--- config.mk ---
export PLATFORM = sky130hd
export DESIGN_NAME = pc_next_sequencer
export DESIGN_NICKNAME = d
export VERILOG_FILES = /design/src/rtl/mips_pc_defs.sv /design/src/rtl/next_pc_mux.sv /design/src/rtl/pc_next_sequencer.sv
export SDC_FILE = /design/constraint.sdc
export NUM_CORES = 1
export LEC_CHECK = 0
export BUFFER_PORTS_ARGS = -buffer_cell sky130_fd_sc_hd__buf_2
export CAP_MARGIN = 10
export CORE_MARGIN = 2
export CORE_UTILIZATION = 40
export CTS_BUF_LIST = sky130_fd_sc_hd__clkbuf_2
export DETAILED_ROUTE_END_ITERATION = 10
export PLACE_DENSITY = 0.66
export SETUP_SLACK_MARGIN = 0.05
export SYNTH_ARGS = -nofsm -noshare
export SYNTH_HDL_FRONTEND = slang
export SYNTH_SLANG_ARGS = --single-unit
export TNS_END_PERCENT = 100
--- constraint.sdc ---
create_clock -name clk -period 3.4 [get_ports clk]
set_clock_uncertainty 0.1 [all_clocks]
set_input_delay 0.34 -clock clk [delete_from_list [all_inputs] [get_ports clk]]
set_output_delay 0.34 -clock clk [all_outputs]
set_load 0.02 [all_outputs]
--- src/rtl/mips_pc_defs.sv ---
// mips_pc_defs: fetch-stage FSM state encodings and default reset/trap addresses
package mips_pc_defs;
  typedef enum logic [1:0] {RUN = 2'd0, FLUSH = 2'd1, TRAP = 2'd2} state_t;
  localparam logic [31:0] RESET_PC_DEF = 32'h0040_0000;
  localparam logic [31:0] EXC_VECTOR_DEF = 32'h8000_0180;
endpackage

--- src/rtl/next_pc_mux.sv ---
// next_pc_mux: target calc + JR>J>branch priority select; in pc_plus4/run/redirect inputs, out next_pc/trap/redirect
module next_pc_mux
  import mips_pc_defs::*;
#(
  parameter logic [31:0] EXC_VECTOR = EXC_VECTOR_DEF
) (
  input  logic [31:0] pc_plus4,
  input  logic        run,
  input  logic        jump,
  input  logic        jump_reg,
  input  logic        branch_taken,
  input  logic [27:0] jump_target28,
  input  logic [31:0] branch_offset,
  input  logic [31:0] reg_target,
  output logic [31:0] next_pc,
  output logic        trap,
  output logic        redirect
);
  always_comb begin
    trap = run && jump_reg && |reg_target[1:0];
    redirect = run && (jump_reg || jump || branch_taken);
    next_pc = !run ? pc_plus4 :
              trap ? EXC_VECTOR :
              jump_reg ? reg_target :
              jump ? {pc_plus4[31:28], jump_target28} :
              branch_taken ? pc_plus4 + branch_offset : pc_plus4;
  end
endmodule

--- src/rtl/pc_next_sequencer.sv ---
// pc_next_sequencer: PC/EPC registers + RUN/FLUSH/TRAP FSM; in clk/reset/Stall/redirects/targets, out PC/PCPlus4/Flush/Exception/EPC
module pc_next_sequencer
  import mips_pc_defs::*;
#(
  parameter logic [31:0] RESET_PC = RESET_PC_DEF,
  parameter logic [31:0] EXC_VECTOR = EXC_VECTOR_DEF
) (
  input  logic        clk,
  input  logic        reset,
  input  logic        Stall,
  input  logic        Jump,
  input  logic        JumpRegister,
  input  logic        BranchTaken,
  input  logic [27:0] JumpTarget28,
  input  logic [31:0] BranchOffset,
  input  logic [31:0] RegisterTarget,
  output logic [31:0] PC,
  output logic [31:0] PCPlus4,
  output logic        Flush,
  output logic        Exception,
  output logic [31:0] EPC
);
  state_t state_q, state_d;
  logic [31:0] pc_q, pc_d, epc_q, epc_d, next_pc;
  logic trap, redirect;
  next_pc_mux #(.EXC_VECTOR(EXC_VECTOR)) u_mux (
    .pc_plus4(PCPlus4),
    .run(state_q == RUN),
    .jump(Jump),
    .jump_reg(JumpRegister),
    .branch_taken(BranchTaken),
    .jump_target28(JumpTarget28),
    .branch_offset(BranchOffset),
    .reg_target(RegisterTarget),
    .next_pc(next_pc),
    .trap(trap),
    .redirect(redirect)
  );
  always_comb begin
    PCPlus4 = pc_q + 32'd4;
    pc_d = Stall ? pc_q : next_pc;
    epc_d = (!Stall && trap) ? pc_q : epc_q;
    state_d = Stall ? state_q : trap ? TRAP : redirect ? FLUSH : RUN;
    PC = pc_q;
    EPC = epc_q;
    Flush = (state_q == FLUSH) || (state_q == TRAP);
    Exception = state_q == TRAP;
  end
  always_ff @(posedge clk) begin
    if (reset) begin
      pc_q <= RESET_PC;
      epc_q <= '0;
      state_q <= RUN;
    end else begin
      pc_q <= pc_d;
      epc_q <= epc_d;
      state_q <= state_d;
    end
  end
endmodule

==> qor.txt, run 1 <==
Status: finished with violations
Failing checks: negative setup slack
Gr ovfl total: 0
Drt drc: 0
Hold Path Stages: 3
Placed cell area: 8283 um^2
Post-Route WL: 25.34 mm
# diodes: 0
Post-synth top area share: 0.2238
Drt pass-1 iters: 7
# nets final: 1,269
Worst-path maximum fanout: 5
Hold EP: PC[15]$_SDFFE_PP0N_
Yosys top cell by area: dfxtp_1
Avg WL per Cell: 19.18 um
Tot GR Track Use: 0.3029
Post-synthesis sequential area ratio: 0.2238
Maximum clock rate: 290.2 MHz
Final period util: 1.014
Row count: 44
Top-count cell post-synth: nand2_1
Max-slew violations: 0
Clock Latency Late Sink: 520 ps
Critical path class: reg2reg
DRT antenna net count: 0
H-tree levels: 3
Largest net degree at the start of global routing: 66
Number of global-route vias before repair: 7,132
Worst R2R Setup Slack: -50 ps
HP Class: in2reg
CTS tree: yes
Reg2reg end: PC[26]$_SDFFE_PP0N_
I/O Buffers: 195
GP Congestion: 0.9736
CTS max path bufs: 2
Flop and latch count out of synthesis: 66
Startpoint types: register
Clock Sinks: 66
Post-Syn Area: 5903 um^2
Area Overhead vs Synth: 54.09%
Hold Slack: 22.24 ps
VDD IR max: 0.1615 mV
Starting Density: 0.4077
Syn_nets: 962
PwrDens: 320.7 nW/um^2
Post-route minimum period: 3446 ps
Fin. Hold Viols: 0
Final setup margin: -46.13 ps
IO Pins: 196
Slew @ Worst Pin: 880.5 ps
WP data arrival: 3810 ps
Async set-reset flop share out of synthesis: 0
Mapped Cells: 825
Initial drt markers: 716
Initial antenna violation count: 0
Hold path startpoint: JumpTarget28[15]
Number of flops mapped to enable cells by yosys: 0
Die X: 125.5 um
Req. time, crit path: 3760 ps
Primary FF master, synth: dfxtp_1
Synth top cells by count: nand2_1, a21oi_1, dfxtp_1
DP Wirelength: 19.17 mm
Critical Path Sink Type: register
Average vias per placed instance: 5.818
DR vias: 7,685
Setup Viol. Count Final: 1
Slew margin rel.: 0.4085
RSZ-0062 raised after global routing: true
Clk pin slew, worst setup/hold paths: 220 ps
Root Driver: clkbuf_2
Yosys warns: 0
Share of cells above drive strength 1: 0.4336
Synth cell types: 73
Total power: 2.918 mW
Critical R2R Launch: PC[11]$_SDFFE_PP0N_
P_leak: 4.373 nW
Die area: 15,750 um^2
Setup_tns: -46.13 ps
Core box area: 14,480 um^2
Leading post-synthesis cells by cell area: dfxtp_1, a21oi_1, nand2_1
Worst Reg2Reg Path Length in Cells: 14
First-pass GRT wire length: 38.20 mm
CTS buffer count: 9
Fin area: 9096 um^2
# Max-Cap Violations: 0
CTS Hold Bufs: 0
Die Height: 125.5 um
Syn Area/Cell: 7.155 um^2
-- power by group --
group | switching [mW] | internal, mW | leakage, nW
Sequential | 0.0426 | 0.817 | 0.549
Clock | 0.321 | 0.322 | 0.0923
Combinational | 0.802 | 0.612 | 3.73
-- per-stage QoR --
stage | worst slack (ps) | util | std cells
2_1_floorplan | 24.81 | - | 825
6_report | -46.13 | 0.6282 | 1321
3_5_place_dp | -187.8 | 0.5721 | 1284
3_3_place_gp | -100.9 | 0.5721 | 1284
5_1_grt | -171.8 | 0.6282 | 1321
4_1_cts | -67.71 | 0.6050 | 1312
-- layout make-up --
class | count | area (um^2)
Multi-Input combinational cell | 678 | 5086
Timing Repair Buffer | 347 | 2132
Inverter | 30 | 113.9
Fill cell | 1328 | 5383
Tap cell | 184 | 230.2
Clock buffer | 10 | 50.05
Sequential cell | 66 | 1369
Clock inverter | 6 | 115.1
-- critical path, stage by stage, from the launching register on --
cell	delay, ps
dfxtp_2	400
and3_4	220
nand4_1	180
nor2_4	200
buf_4	160
nand3_4	100
xnor2_4	180
ha_4	290
nand2_2	80
or4_4	500
a211o_4	310
o211ai_1	110
xnor2_1	90
a211o_1	320
a31oi_1	170
-- state kept, by name (all words and copies together) (netlist names) --
name	flops
EPC	32
PC	32
state_q	2
-- routing by layer --
layer,up-vias,global-route usage,share of wire
met5,-,0,0
met4,0,0.1176,0.042
met2,447,0.4932,0.46
li1,3610,-,-
met1,3543,0.4014,0.41
met3,85,0.05006,0.089
-- worst max-delay path by stage --
stage / slack, ps / from / endpoint
5_1_grt: -170 / PC[9]$_SDFFE_PP0N_ / PC[26]$_SDFFE_PP0N_
4_1_cts: -70 / PC[3]$_SDFFE_PP0N_ / PC[26]$_SDFFE_PP0N_
3_5_place_dp: -190 / PC[3]$_SDFFE_PP0N_ / PC[28]$_SDFFE_PP0N_
3_3_place_gp: -100 / PC[3]$_SDFFE_PP0N_ / PC[28]$_SDFFE_PP0N_
6_report: -50 / PC[11]$_SDFFE_PP0N_ / PC[26]$_SDFFE_PP0N_
2_1_floorplan: 20 / PC[3]$_SDFFE_PP0N_ / PC[27]$_SDFFE_PP0N_
-- cells in the final DEF, fill, tap and decap left out, types with 8 or more instances in the layout --
cell / n
o221ai_1: 8
clkbuf_2: 10
ha_1: 22
nand4_1: 9
o21ai_1: 10
nor2_1: 56
dfxtp_1: 46
xor2_1: 9
nand3_1: 23
nand2_1: 121
dfxtp_2: 11
ha_4: 15
nor3_1: 19
o21ai_0: 36
a21oi_1: 94
o21a_1: 10
inv_1: 24
a221oi_1: 12
buf_4: 148
a21o_1: 22
dfxtp_4: 9
xnor2_1: 20
a211o_1: 9
mux2i_1: 8
buf_2: 195
-- what timing repair did --
action | CTS | global route
resized for setup | 44 | 54
endpoints found under the hold margin | 0 | 0
setup buffers | 13 | 9
pin swaps | 39 | 31
setup endpoints to repair | 14 | 21
-- kinds of logic (layout without fill, tap and decap cells) --
logic type,after synthesis,in the layout,share of synthesized area
AO/OA/AOI/OAI,281,281,0.3090
XOR/XNOR,48,48,0.07249
adder cells (fa/ha/maj),39,39,0.08393
buffers and inverters,81,393,0.05532
flip-flops,66,66,0.2238
multiplexers,9,9,0.01547
AND/OR/NAND/NOR,301,301,0.2399
Note: power is estimated with default switching activity, not from simulation.
==> run 2, diff against run 1 <==
PLACE_DENSITY = 0.73   (was 0.66)
==> run 2 against run 1 <==
The run still ends with negative setup slack left. Highest routed layer unchanged. Power is 4.8% lower. Count of clock-buffer cells in the layout fell by 1. Design area fell by 0.77%. Largest cell class unchanged. Combinational power is essentially flat.
==> qor.txt, run 2 (synthesis results as in run 1) <==
Post-route minimum period: 3505 ps
RSZ-0062 raised after global routing: true
Root Driver: clkbuf_2
Row count: 44
Placed cell area: 8233 um^2
WP data arrival: 3830 ps
Tot GR Track Use: 0.3058
CTS tree: yes
Maximum clock rate: 285.3 MHz
Most frequent cells in the layout: buf_2, buf_4, nand2_1, a21oi_1, nor2_1
Slew @ Worst Pin: 888.1 ps
VDD IR max: 0.1532 mV
Avg WL per Cell: 19.46 um
Average vias per placed instance: 5.861
Post-Route WL: 25.69 mm
Initial drt markers: 793
Gr ovfl total: 0
Max-slew violations: 0
GP Congestion: 0.9882
Hold path startpoint: JumpTarget28[14]
DRT antenna net count: 0
Reg2reg end: PC[27]$_SDFFE_PP0N_
CTS Hold Bufs: 0
Largest net degree at the start of global routing: 49
Initial antenna violation count: 0
Slew margin rel.: 0.4057
Critical R2R Launch: PC[3]$_SDFFE_PP0N_
Area Overhead vs Synth: 52.90%
DR vias: 7,736
Fin. Hold Viols: 0
P_leak: 4.343 nW
Hold Path Stages: 3
I/O Buffers: 195
Failing checks: negative setup slack
# nets final: 1,268
H-tree levels: 3
CTS buffer count: 9
# diodes: 0
Critical path class: reg2reg
Clock Latency Late Sink: 520 ps
IO Pins: 196
Worst Reg2Reg Path Length in Cells: 18
Die area: 15,750 um^2
Worst-path maximum fanout: 4
DP Wirelength: 19.80 mm
Share of cells above drive strength 1: 0.4349
Worst R2R Setup Slack: -110 ps
Req. time, crit path: 3720 ps
Status: finished with violations
Setup Viol. Count Final: 4
# Max-Cap Violations: 0
Final period util: 1.031
Die Height: 125.5 um
First-pass GRT wire length: 38.34 mm
Critical Path Sink Type: register
Hold EP: PC[14]$_SDFFE_PP0N_
Die X: 125.5 um
Clock Sinks: 66
Number of global-route vias before repair: 7,170
PwrDens: 307.6 nW/um^2
CTS max path bufs: 2
Core box area: 14,480 um^2
Fin area: 9026 um^2
Starting Density: 0.4077
Most common cell after layout, fill and taps aside: buf_2
Post-Route Utilization: 0.6234
Drt pass-1 iters: 8
Fill cells: 1,317
Drt drc: 0
Startpoint types: register
HP Class: in2reg
Final setup margin: -105.3 ps
Clk pin slew, worst setup/hold paths: 220 ps
-- run 2: cell count changes in the layout (fill, tap and decap cells not counted), sizes merged --
cell / previous run / this run
clkinvlp: 1 / 2
clkbuf: 10 / 9
buf: 347 / 346
inv: 28 / 30
bufinv: 3 / 1
-- run 2: how the worst max path moves through the flow --
stage,start,to,cells past startpoint
final,PC[3]$_SDFFE_PP0N_,PC[27]$_SDFFE_PP0N_,18
after global routing,PC[3]$_SDFFE_PP0N_,PC[27]$_SDFFE_PP0N_,18
after CTS,PC[3]$_SDFFE_PP0N_,PC[26]$_SDFFE_PP0N_,16
after detailed placement,PC[3]$_SDFFE_PP0N_,PC[26]$_SDFFE_PP0N_,15
after global placement,PC[3]$_SDFFE_PP0N_,PC[23]$_SDFFE_PP0N_,15
after floorplan,PC[3]$_SDFFE_PP0N_,PC[27]$_SDFFE_PP0N_,16
-- run 2: timing repair --
action	4_1_cts	5_1_grt
setup buffers	6	21
pin swaps	33	38
hold endpoints to repair	0	0
setup endpoints to repair	15	19
cloned	0	0
gates resized for setup	44	50
-- run 2: layout make-up --
| class | instances | area (um^2) | share of cell area |
|---|---|---|---|
| multi-input cells | 678 | 5046 | 0.5591 |
| flip-flops and latches | 66 | 1369 | 0.1516 |
| well taps | 184 | 230.2 | 0.02551 |
| inverters | 30 | 113.9 | 0.01261 |
| clock inverters | 7 | 77.57 | 0.008594 |
| clock buffers | 9 | 45.04 | 0.004990 |
| repair buffers | 346 | 2145 | 0.2376 |
-- run 2: routing by layer --
| metal | global-route usage | share of wire |
|---|---|---|
| met3 | 0.06376 | 0.091 |
| met4 | 0.1026 | 0.042 |
| met2 | 0.5052 | 0.46 |
| met5 | 0 | 0 |
| met1 | 0.3976 | 0.41 |
-- run 2: per-stage QoR --
| step | total power [mW] | TNS [ps] | setup WS [ps] | cells | hold WS, ps |
|---|---|---|---|---|---|
| 5_1_grt | 2.911 | -1190 | -190.2 | 1320 | 46.61 |
| 3_3_place_gp | 2.116 | -226.6 | -100.7 | 1279 | 338.4 |
| 6_report | 2.777 | -235.5 | -105.3 | 1320 | 48.75 |
| 2_1_floorplan | 1.628 | 0 | 24.81 | 825 | 357.0 |
| 4_1_cts | 2.676 | -146.7 | -104.9 | 1300 | 11.31 |
| 3_5_place_dp | 2.131 | -797.4 | -131.6 | 1279 | 345.4 |
-- run 2: critical path, cell delays in order, from the launching register on --
cell and delay [ps]:
dfxtp_4 410, ha_4 150, and3_4 220, nand2_4 60, buf_6 120, nor2_4 130
buf_12 130, buf_8 100, xor2_4 180, ha_4 230, a21o_1 190, o21bai_4 170
or2_4 280, a211oi_4 210, buf_6 150, o41ai_4 60, xor2_1 170, a221oi_1 290
nor3_1 70
-- run 2: where the power goes --
part | internal, mW | switching (mW)
logic | 0.611 | 0.808
registers | 0.817 | 0.0422
clock network | 0.175 | 0.323
